## src/rtl/instr_seq_ctrl.sv

```systemverilog
// Multi-cycle instruction sequencer: fetch over req/ack, decode, then drive
// ALU / register-file controls one phase at a time. Owns the PC.
module instr_seq_ctrl #(
   parameter int ADDR_W        = 8,
   parameter int PC_RESET      = 0,
   parameter int FETCH_TIMEOUT = 15,
   parameter int CNT_W         = 16
) (
   input  logic              clk,
   input  logic              rst_n,
   input  logic              start,
   input  logic              stop,
   output logic              imem_req,
   output logic [ADDR_W-1:0] imem_addr,
   input  logic              imem_ack,
   input  logic [31:0]       imem_rdata,
   output logic [ADDR_W-1:0] pc,
   output logic [31:0]       ir,
   output logic              alusrc,
   output logic [1:0]        alu_op,
   output logic              alu_en,
   output logic              regwrite_data,
   output logic              reg_write,
   output logic              busy,
   output logic              halted,
   output logic              illegal,
   output logic              err,
   output logic [CNT_W-1:0]  instr_count
);

   localparam int TW = (FETCH_TIMEOUT < 2) ? 1 : $clog2(FETCH_TIMEOUT);
   localparam logic [TW-1:0] WAIT_LAST = TW'(FETCH_TIMEOUT - 1);

   localparam logic [5:0] OP_RTYPE = 6'b000000;
   localparam logic [5:0] OP_ADDI  = 6'b111111;
   localparam logic [5:0] OP_HALT  = 6'b111110;

   typedef enum logic [2:0] {
      S_IDLE, S_FETCH, S_DECODE, S_EXEC, S_WB, S_HALT, S_ERR
   } state_t;

   state_t            state;
   logic [TW-1:0]     wait_cnt;
   logic [5:0]        opcode, funct;
   logic              is_rtype, is_addi, is_halt;
   logic [1:0]        r_op;
   logic [ADDR_W-1:0] pc_inc;

   assign opcode    = ir[31:26];
   assign funct     = ir[5:0];
   assign is_addi   = (opcode == OP_ADDI);
   assign is_halt   = (opcode == OP_HALT);
   assign pc_inc    = pc + ADDR_W'(1);
   assign imem_addr = pc;

   always_comb begin
      is_rtype = 1'b0;
      r_op     = 2'b00;
      if (opcode == OP_RTYPE) begin
         case (funct)
            6'b100000: begin is_rtype = 1'b1; r_op = 2'b00; end
            6'b100010: begin is_rtype = 1'b1; r_op = 2'b01; end
            6'b100100: begin is_rtype = 1'b1; r_op = 2'b10; end
            6'b100101: begin is_rtype = 1'b1; r_op = 2'b11; end
            default:   begin is_rtype = 1'b0; r_op = 2'b00; end
         endcase
      end
   end

   // Status outputs are written on each transition so they track the state register.
   always_ff @(posedge clk or negedge rst_n) begin
      if (!rst_n) begin
         state         <= S_IDLE;
         wait_cnt      <= '0;
         pc            <= ADDR_W'(PC_RESET);
         ir            <= '0;
         instr_count   <= '0;
         imem_req      <= 1'b0;
         alusrc        <= 1'b1;
         alu_op        <= 2'b00;
         regwrite_data <= 1'b1;
         alu_en        <= 1'b0;
         reg_write     <= 1'b0;
         busy          <= 1'b0;
         halted        <= 1'b0;
         illegal       <= 1'b0;
         err           <= 1'b0;
      end else begin
         alu_en    <= 1'b0;
         reg_write <= 1'b0;
         illegal   <= 1'b0;
         case (state)
            S_IDLE, S_HALT: begin
               if (start) begin
                  state    <= S_FETCH;
                  wait_cnt <= '0;
                  imem_req <= 1'b1;
                  busy     <= 1'b1;
                  halted   <= 1'b0;
               end
            end
            S_FETCH: begin
               // An ack in the expiry cycle still completes the fetch.
               if (imem_ack) begin
                  ir       <= imem_rdata;
                  state    <= S_DECODE;
                  imem_req <= 1'b0;
               end else if (wait_cnt == WAIT_LAST) begin
                  state    <= S_ERR;
                  imem_req <= 1'b0;
                  busy     <= 1'b0;
                  err      <= 1'b1;
               end else begin
                  wait_cnt <= wait_cnt + TW'(1);
               end
            end
            S_DECODE: begin
               if (is_rtype) begin
                  alusrc        <= 1'b1;
                  regwrite_data <= 1'b1;
                  alu_op        <= r_op;
                  alu_en        <= 1'b1;
                  state         <= S_EXEC;
               end else if (is_addi) begin
                  alusrc        <= 1'b0;
                  regwrite_data <= 1'b0;
                  alu_op        <= 2'b00;
                  alu_en        <= 1'b1;
                  state         <= S_EXEC;
               end else if (is_halt) begin
                  pc     <= pc_inc;
                  state  <= S_HALT;
                  busy   <= 1'b0;
                  halted <= 1'b1;
               end else begin
                  illegal <= 1'b1;
                  pc      <= pc_inc;
                  if (stop) begin
                     state <= S_IDLE;
                     busy  <= 1'b0;
                  end else begin
                     state    <= S_FETCH;
                     wait_cnt <= '0;
                     imem_req <= 1'b1;
                  end
               end
            end
            S_EXEC: begin
               reg_write <= 1'b1;
               state     <= S_WB;
            end
            S_WB: begin
               pc <= pc_inc;
               if (instr_count != {CNT_W{1'b1}})
                  instr_count <= instr_count + CNT_W'(1);
               if (stop) begin
                  state <= S_IDLE;
                  busy  <= 1'b0;
               end else begin
                  state    <= S_FETCH;
                  wait_cnt <= '0;
                  imem_req <= 1'b1;
               end
            end
            S_ERR: begin
               state <= S_ERR;
            end
            default: begin
               state <= S_IDLE;
               busy  <= 1'b0;
            end
         endcase
      end
   end

endmodule

```

## config.mk

```make
export PLATFORM = sky130hd
export DESIGN_NAME = instr_seq_ctrl
export DESIGN_NICKNAME = d
export VERILOG_FILES = /design/src/rtl/instr_seq_ctrl.sv
export SDC_FILE = /design/constraint.sdc
export NUM_CORES = 1
export LEC_CHECK = 0
export BUFFER_PORTS_ARGS = -buffer_cell sky130_fd_sc_hd__buf_2
export CAP_MARGIN = 10
export CORE_MARGIN = 2
export CORE_UTILIZATION = 51
export CTS_CLUSTER_SIZE = 14
export DETAILED_ROUTE_END_ITERATION = 8
export PLACE_DENSITY = 0.8
export SLEW_MARGIN = 15
export SYNTH_ARGS = -nofsm -noshare
export SYNTH_HDL_FRONTEND = slang
export SYNTH_SLANG_ARGS = --single-unit
```

## constraint.sdc

```tcl
create_clock -name clk -period 1.8 [get_ports clk]
set_input_delay 0 -clock clk [delete_from_list [all_inputs] [get_ports clk]]
set_output_delay 0 -clock clk [all_outputs]
set_load 0.05 [all_outputs]
```

==> results.yml, run 1 <==
status:
  status: "finished, final reports clean"
setup_path:
  worstPathMaxFanout: 5
  path_depth: 5
  cp_num_buf_inv: 0
  start_kind: "flip-flop"
  worst_setup_path_end_kind: "flip-flop"
  crit_family: "simple AND/OR/NAND/NOR gates"
  cp_cell_sequence: "nor3b_4 > nand4_1 > nor4_4 > nand4_1 > xnor2_1"
  cp_slowest_cell: "dfrtp_2"
  arrival_ps: 1990
  crit_path_max_incr_delay_ps: 480
  crit_type: "flip-flop to flip-flop"
  cp_data_required_time_ps: 2030
  critPathMostFrequentCell: "nand4_1"
  ff2ff_path_depth: 5
sta:
  hold_violations: 0
  rsz0062_at_grt: "true"
  fin_ws_ps: 40.7
  min_period_ps: 1760
  setup_violations: 0
  drv_slew: 0
  relSlewSlack_pct: 63.7
  finalCritPeriodShare_pct: 97.7
  max_freq_mhz: 568
  fin_worst_skew_ps: 7.36
  whs_ps: 49.3
  worst_slew_pin_slew_ps: 544
  tns_ps: 0
job:
  cap_violations: 0
pwr:
  p_comb_share_pct: 51.8
  intPower_w: 0.00455
  switching_share_pct: 49.1
  vdd_drop_max_mv: 1.73
  power.density_nw_per_um2: 1900
  clkPwrFrac_pct: 16.1
  p_leak_nw: 2.27
  pwr-share-seq_pct: 32.1
  switching_power_w: 0.00438
placement:
  dp_hpwl_um: 5490
  dpl_cell_area_um2: 4080
  io_buffers: 111
  gp_congestion: 0.858
  pre_cts_slack_ps: 41.6
route:
  routed_wirelength_um: 8720
  drc: 0
  drt_iter0_markers: 154
  wl_per_cell_um: 16.6
  vias: 2859
  firstDrtPassIters: 4
  ant_nets: 0
  post_drt_via_cell_ratio: 5.46
yosys:
  synth_xor_area_share_pct: 5.08
  synth_edf_count: 0
  synth_top_area_cell: "dfrtp_1"
  ys.flop_type: "dfrtp_1"
  yosysWarnings: 0
  synth_cell_types: 49
  syn-cell-area_um2: 3450
  yosysSeqAreaShare_pct: 53.1
  synthAdderAreaFrac_pct: 1.45
  synthCells: 291
  synth_top_area_share_pct: 52.3
  synth_area_leaders: "dfrtp_1 52%, mux2_2 10%, xnor2_1 4.1%, nand2_1 2.7%, buf_4 2.2%"
  synth_top_family_by_area: "simple AND/OR/NAND/NOR gates"
  synth_simple_gate_area_share_pct: 16.7
  synth_compound_area_share_pct: 7.19
  ys_ff_latch: 73
  synth_nets: 332
  synth.area.mux_share_pct: 11.5
  synth_area_per_cell_um2: 11.8
  async_flop_share_pct: 100
grt:
  grt_max_degree: 43
  grt_pass1_vias: 2869
  grt_pass1_wl_um: 13900
  antenna_found_initial: 0
  grt_usage_pct: 24.3
  gr-total-overflow: 0
die:
  coreArea_um2: 6460
  ios: 112
  die_h_um: 86.2
  num_rows: 29
  dieWidth_um: 86.2
  dieArea_um2: 7430
  initial_core_util_pct: 53.4
clock_network:
  cts.reportedPaths.clkPinSlew_ps: 80
  root_buffer: "clkbuf_8"
  tritoncts: "done"
  clock-sinks: 73
  clk_latency_ps: 340
  cts_max_level: 3
  clockBufferDepth: 2
  numCtsBuffers: 9
layout:
  final_cell_area_um2: 4700
  nets: 483
  drive_above_1_share_pct: 46.8
  area_growth_pct: 36.3
  n_antenna_cell: 0
  utilization_pct: 72.7
worst_hold_path:
  holdPathStages: 3
  hp-class: "input pin to flip-flop"
through the flow:
stage | power [W] | instances
after global placement | 0.00719 | 472
after floorplan | 0.00635 | 291
after CTS | 0.00882 | 522
after global routing | 0.00934 | 524
after detailed placement | 0.00731 | 472
final | 0.00893 | 524
registers in the layout, indices dropped and copies added, names as in the netlist, 2 cells and up:
signal       count
ir              32
wait_cnt         4
instr_count     16
imem_addr        8
alu_op           2
state            3
synth_stat cells (6+ instances only):
master / instances
o21ai_0: 12
mux2_2: 32
nand4_1: 12
and3_1: 7
nand3_1: 13
xnor2_1: 16
buf_6: 6
nor2_1: 13
nand2_1: 25
buf_4: 10
dfrtp_1: 72
worst min-delay path, delay by kind of cell:
kind | cells | cell delay (ps)
AOI/OAI and AO/OA | 1 | 160
buffers and inverters | 1 | 130
and+or+nand+nor | 1 | 60
layout by cell type, fill, tap and decap left out, types with 3 or more instances in the layout:
master	count
buf_2	110
dfrtp_1	58
dlygate4sd3_1	34
mux2_2	32
nand2_1	25
xnor2_1	16
dfrtp_2	14
nand3_1	13
buf_4	13
nand4_1	12
nor2_1	11
o21ai_0	11
clkbuf_8	10
and3_1	7
nor2b_1	5
and2_1	5
xor2_1	4
ha_1	4
inv_1	3
a21oi_1	3
nor3b_1	3
metal layers:
layer  track usage [%]  share of wire [%]  vias to the layer above
li1                  -                  -                     1322
met4              9.66                1.3                        0
met2              42.3                 52                      116
met3              5.52                6.5                       11
met1              29.4                 40                     1410
met5                 0                  0                        -
path summary, 6_finish.rpt:
path                                 startpoint                           to  slack [ps]
max                        state[1]$_DFFE_PN0P_  instr_count[15]$_DFFE_PN0P_          40
min                                    imem_ack              err$_DFFE_PN0P_          50
max reg2reg                state[1]$_DFFE_PN0P_  instr_count[15]$_DFFE_PN0P_          40
min reg2reg                     err$_DFFE_PN0P_              err$_DFFE_PN0P_         460
max in group asynchronous                 rst_n            ir[2]$_DFFE_PN0P_        1050
min in group asynchronous                 rst_n   instr_count[8]$_DFFE_PN0P_         180
cell type report:
type	count	area [um^2]
Multi-Input combinational cell	195	1490
Clock buffer	11	141
Sequential cell	73	1850
Fill cell	449	1760
Timing Repair Buffer	159	1030
Inverter	4	15.0
Clock inverter	5	80.1
Tap cell	77	96.3
what timing repair did:
item / in CTS / in global routing
hold buffers: 34 / 0
endpoints found under the setup margin: 0 / 12
resized for setup: 0 / 13
buffers inserted: 0 / 2
hold endpoints to repair: 73 / 0
power groups by stage:
stage,sequential [W],combinational [W],clock [W]
6_report,0.00286,0.00463,0.00144
5_1_grt,0.00293,0.00486,0.00154
4_1_cts,0.00283,0.00454,0.00146
3_5_place_dp,0.00284,0.00447,0
3_3_place_gp,0.00279,0.00440,0
2_1_floorplan,0.00451,0.00184,0
logic make-up after synthesis:
logic type / after synthesis
adders and majority gates: 4
and+or+nand+nor: 100
xor gates and xnor gates: 20
buffers and inverters: 23
muxes: 35
DFF: 73
AOI/OAI and AO/OA: 36
Power figures use the tool's default switching activity.
==> run 2, diff against run 1 <==
--- a/config.mk
+++ b/config.mk
@@ -7,7 +7,7 @@
 export LEC_CHECK = 0
 export BUFFER_PORTS_ARGS = -buffer_cell sky130_fd_sc_hd__buf_2
 export CAP_MARGIN = 10
-export CORE_MARGIN = 2
+export CORE_MARGIN = 5
 export CORE_UTILIZATION = 51
 export CTS_CLUSTER_SIZE = 14
 export DETAILED_ROUTE_END_ITERATION = 8
==> run 2 against run 1 <==
Net effect: utilization decreased by 3.1 points; clock-buffer cell count shrank 2; first-iteration DRC count is 5.2% lower; power down 1.6%; sequential share of layout area rose by 0.36 points; die area up 14%; final area shrank 0.99%; hold slack improved by 11 ps; via count grew 1.3%; critical endpoint is now busy$_DFFE_PN0P_; largest cell class unchanged; largest power group unchanged; highest routed layer unchanged.
==> results.yml, run 2 (synthesis gave the netlist of run 1 again) <==
status:
  status: "finished, final reports clean"
sta:
  max_freq_mhz: 573
  relSlewSlack_pct: 74.8
  setup_violations: 0
  fin_worst_skew_ps: 11.2
  finalCritPeriodShare_pct: 96.9
  whs_ps: 60.4
  worst_slew_pin_slew_ps: 378
  fin_ws_ps: 55.7
  tns_ps: 0
  hold_violations: 0
  rsz0062_at_grt: "true"
  drv_slew: 0
  min_period_ps: 1740
setup_path:
  cp_cell_sequence: "inv_1 > ha_1 > nand3_1 > nor3_1 > o221ai_1 > a21oi_1 > mux2_2"
  rrSetupSlack_ps: 60
  r2r_start: "wait_cnt[0]$_DFFE_PN0P_"
  crit_type: "flip-flop to flip-flop"
  cp_data_required_time_ps: 2030
  cp_num_buf_inv: 1
  worst_setup_path_end_kind: "flip-flop"
  worstPathMaxFanout: 3
  start_kind: "flip-flop"
  crit_path_max_incr_delay_ps: 410
  reg2reg_to: "busy$_DFFE_PN0P_"
  cp_slowest_cell: "dfrtp_1"
  crit_family: "flip-flops"
  arrival_ps: 1980
  ff2ff_path_depth: 7
clock_network:
  clockBufferDepth: 2
  cts_max_level: 3
  numCtsBuffers: 9
  tritoncts: "done"
  cts.reportedPaths.clkPinSlew_ps: 80
  root_buffer: "clkbuf_8"
  clock-sinks: 73
  clk_latency_ps: 350
route:
  post_drt_via_cell_ratio: 5.51
  routed_wirelength_um: 8600
  highest_layer: "met4"
  vias: 2896
  firstDrtPassIters: 4
  met3_length_um: 700
  wl_met2_um: 4380
  wl_per_cell_um: 16.4
  ant_nets: 0
  drt_iter0_markers: 146
  drc: 0
  met1_length_um: 3230
die:
  coreArea_um2: 6680
  num_rows: 30
  ios: 112
  initial_core_util_pct: 51.6
  dieWidth_um: 92.2
  die_h_um: 92.2
  dieArea_um2: 8500
layout:
  n_antenna_cell: 0
  utilization_pct: 69.6
  largest_reg_flops: 32
  nets: 482
  n_fill_cell: 478
  drive_above_1_share_pct: 45.5
  final_common_cell: "buf_2"
  area_growth_pct: 35.0
  layout_common_cells: "111 x buf_2, 59 x dfrtp_1, 34 x dlygate4sd3_1"
  regMostFlops: "ir"
pwr:
  power_w: 0.00878
  vdd_drop_max_mv: 1.29
  p_leak_nw: 2.24
  power.density_nw_per_um2: 1890
grt:
  grt_usage_pct: 21.0
  antenna_found_initial: 0
  grt_pass1_vias: 2919
  gr-total-overflow: 0
  grt_max_degree: 74
  grt_pass1_wl_um: 14000
worst_hold_path:
  min-delay-start: "imem_ack"
  holdPathEnd: "err$_DFFE_PN0P_"
  hp-class: "input pin to flip-flop"
  holdPathStages: 3
placement:
  gp_congestion: 0.822
  dp_hpwl_um: 5460
  pre_cts_slack_ps: 29.5
  io_buffers: 111
job:
  cap_violations: 0
-- run 2: cell types whose count changed in the layout (fill, tap and decap cells not counted), sizes merged --
| cell | previous run | this run |
|---|---|---|
| clkbuf | 11 | 9 |
| clkinv | 1 | 3 |
| inv | 4 | 6 |
| buf | 125 | 124 |
| bufinv | 2 | 1 |
| clkinvlp | 2 | 1 |
-- run 2: metrics by stage --
step | instances | area [um^2]
2_1_floorplan | 291 | 3460
3_3_place_gp | 474 | 4070
3_5_place_dp | 474 | 4070
4_1_cts | 524 | 4610
5_1_grt | 526 | 4650
6_report | 526 | 4650
-- run 2: metal layers --
| metal | vias up | global-route usage [%] |
|---|---|---|
| met1 | 1397 | 24.3 |
| met2 | 139 | 35.3 |
| met3 | 33 | 6.40 |
| met5 | - | 0 |
| li1 | 1327 | - |
| met4 | 0 | 10.3 |
-- run 2: what timing repair did --
| action | 4_1_cts | 5_1_grt |
|---|---|---|
| endpoints found under the hold margin | 106 | 0 |
| gates resized for setup | 0 | 6 |
| hold buffers | 34 | 0 |
| buffers inserted | 0 | 2 |
| setup endpoints to repair | 0 | 21 |
-- run 2: area by class of cell --
cell class / count / area, um^2 / share of cell area [%]
multi-input combinational: 195 / 1470 / 31.6
tap: 80 / 100 / 2.15
clock buffer: 9 / 124 / 2.66
inverter: 4 / 15.0 / 0.323
timing repair buffer: 158 / 1020 / 21.9
sequential: 73 / 1840 / 39.7
clock inverter: 7 / 77.6 / 1.67
-- run 2: report_power, final --
part | internal (W) | switching (W)
Sequential | 0.00224 | 0.000612
Clock | 0.000652 | 0.000659
Combinational | 0.00147 | 0.00315
Total | 0.00436 | 0.00442
-- run 2: worst max-delay path by stage --
stage / start / end / slack [ps] / depth (start not counted)
3_5_place_dp: ir[27]$_DFFE_PN0P_ / busy$_DFFE_PN0P_ / 30 / 6
6_report: wait_cnt[0]$_DFFE_PN0P_ / busy$_DFFE_PN0P_ / 60 / 7
2_1_floorplan: ir[4]$_DFFE_PN0P_ / imem_addr[1]$_DFFE_PN0P_ / -20 / 5
3_3_place_gp: ir[27]$_DFFE_PN0P_ / busy$_DFFE_PN0P_ / 70 / 6
4_1_cts: state[2]$_DFFE_PN0P_ / instr_count[15]$_DFFE_PN0P_ / 20 / 5
5_1_grt: wait_cnt[0]$_DFFE_PN0P_ / busy$_DFFE_PN0P_ / -40 / 7
-- run 2: worst min-delay path, stage by stage --
cell and delay (ps):
buf_2 140, nor2_1 110, a21o_1 120
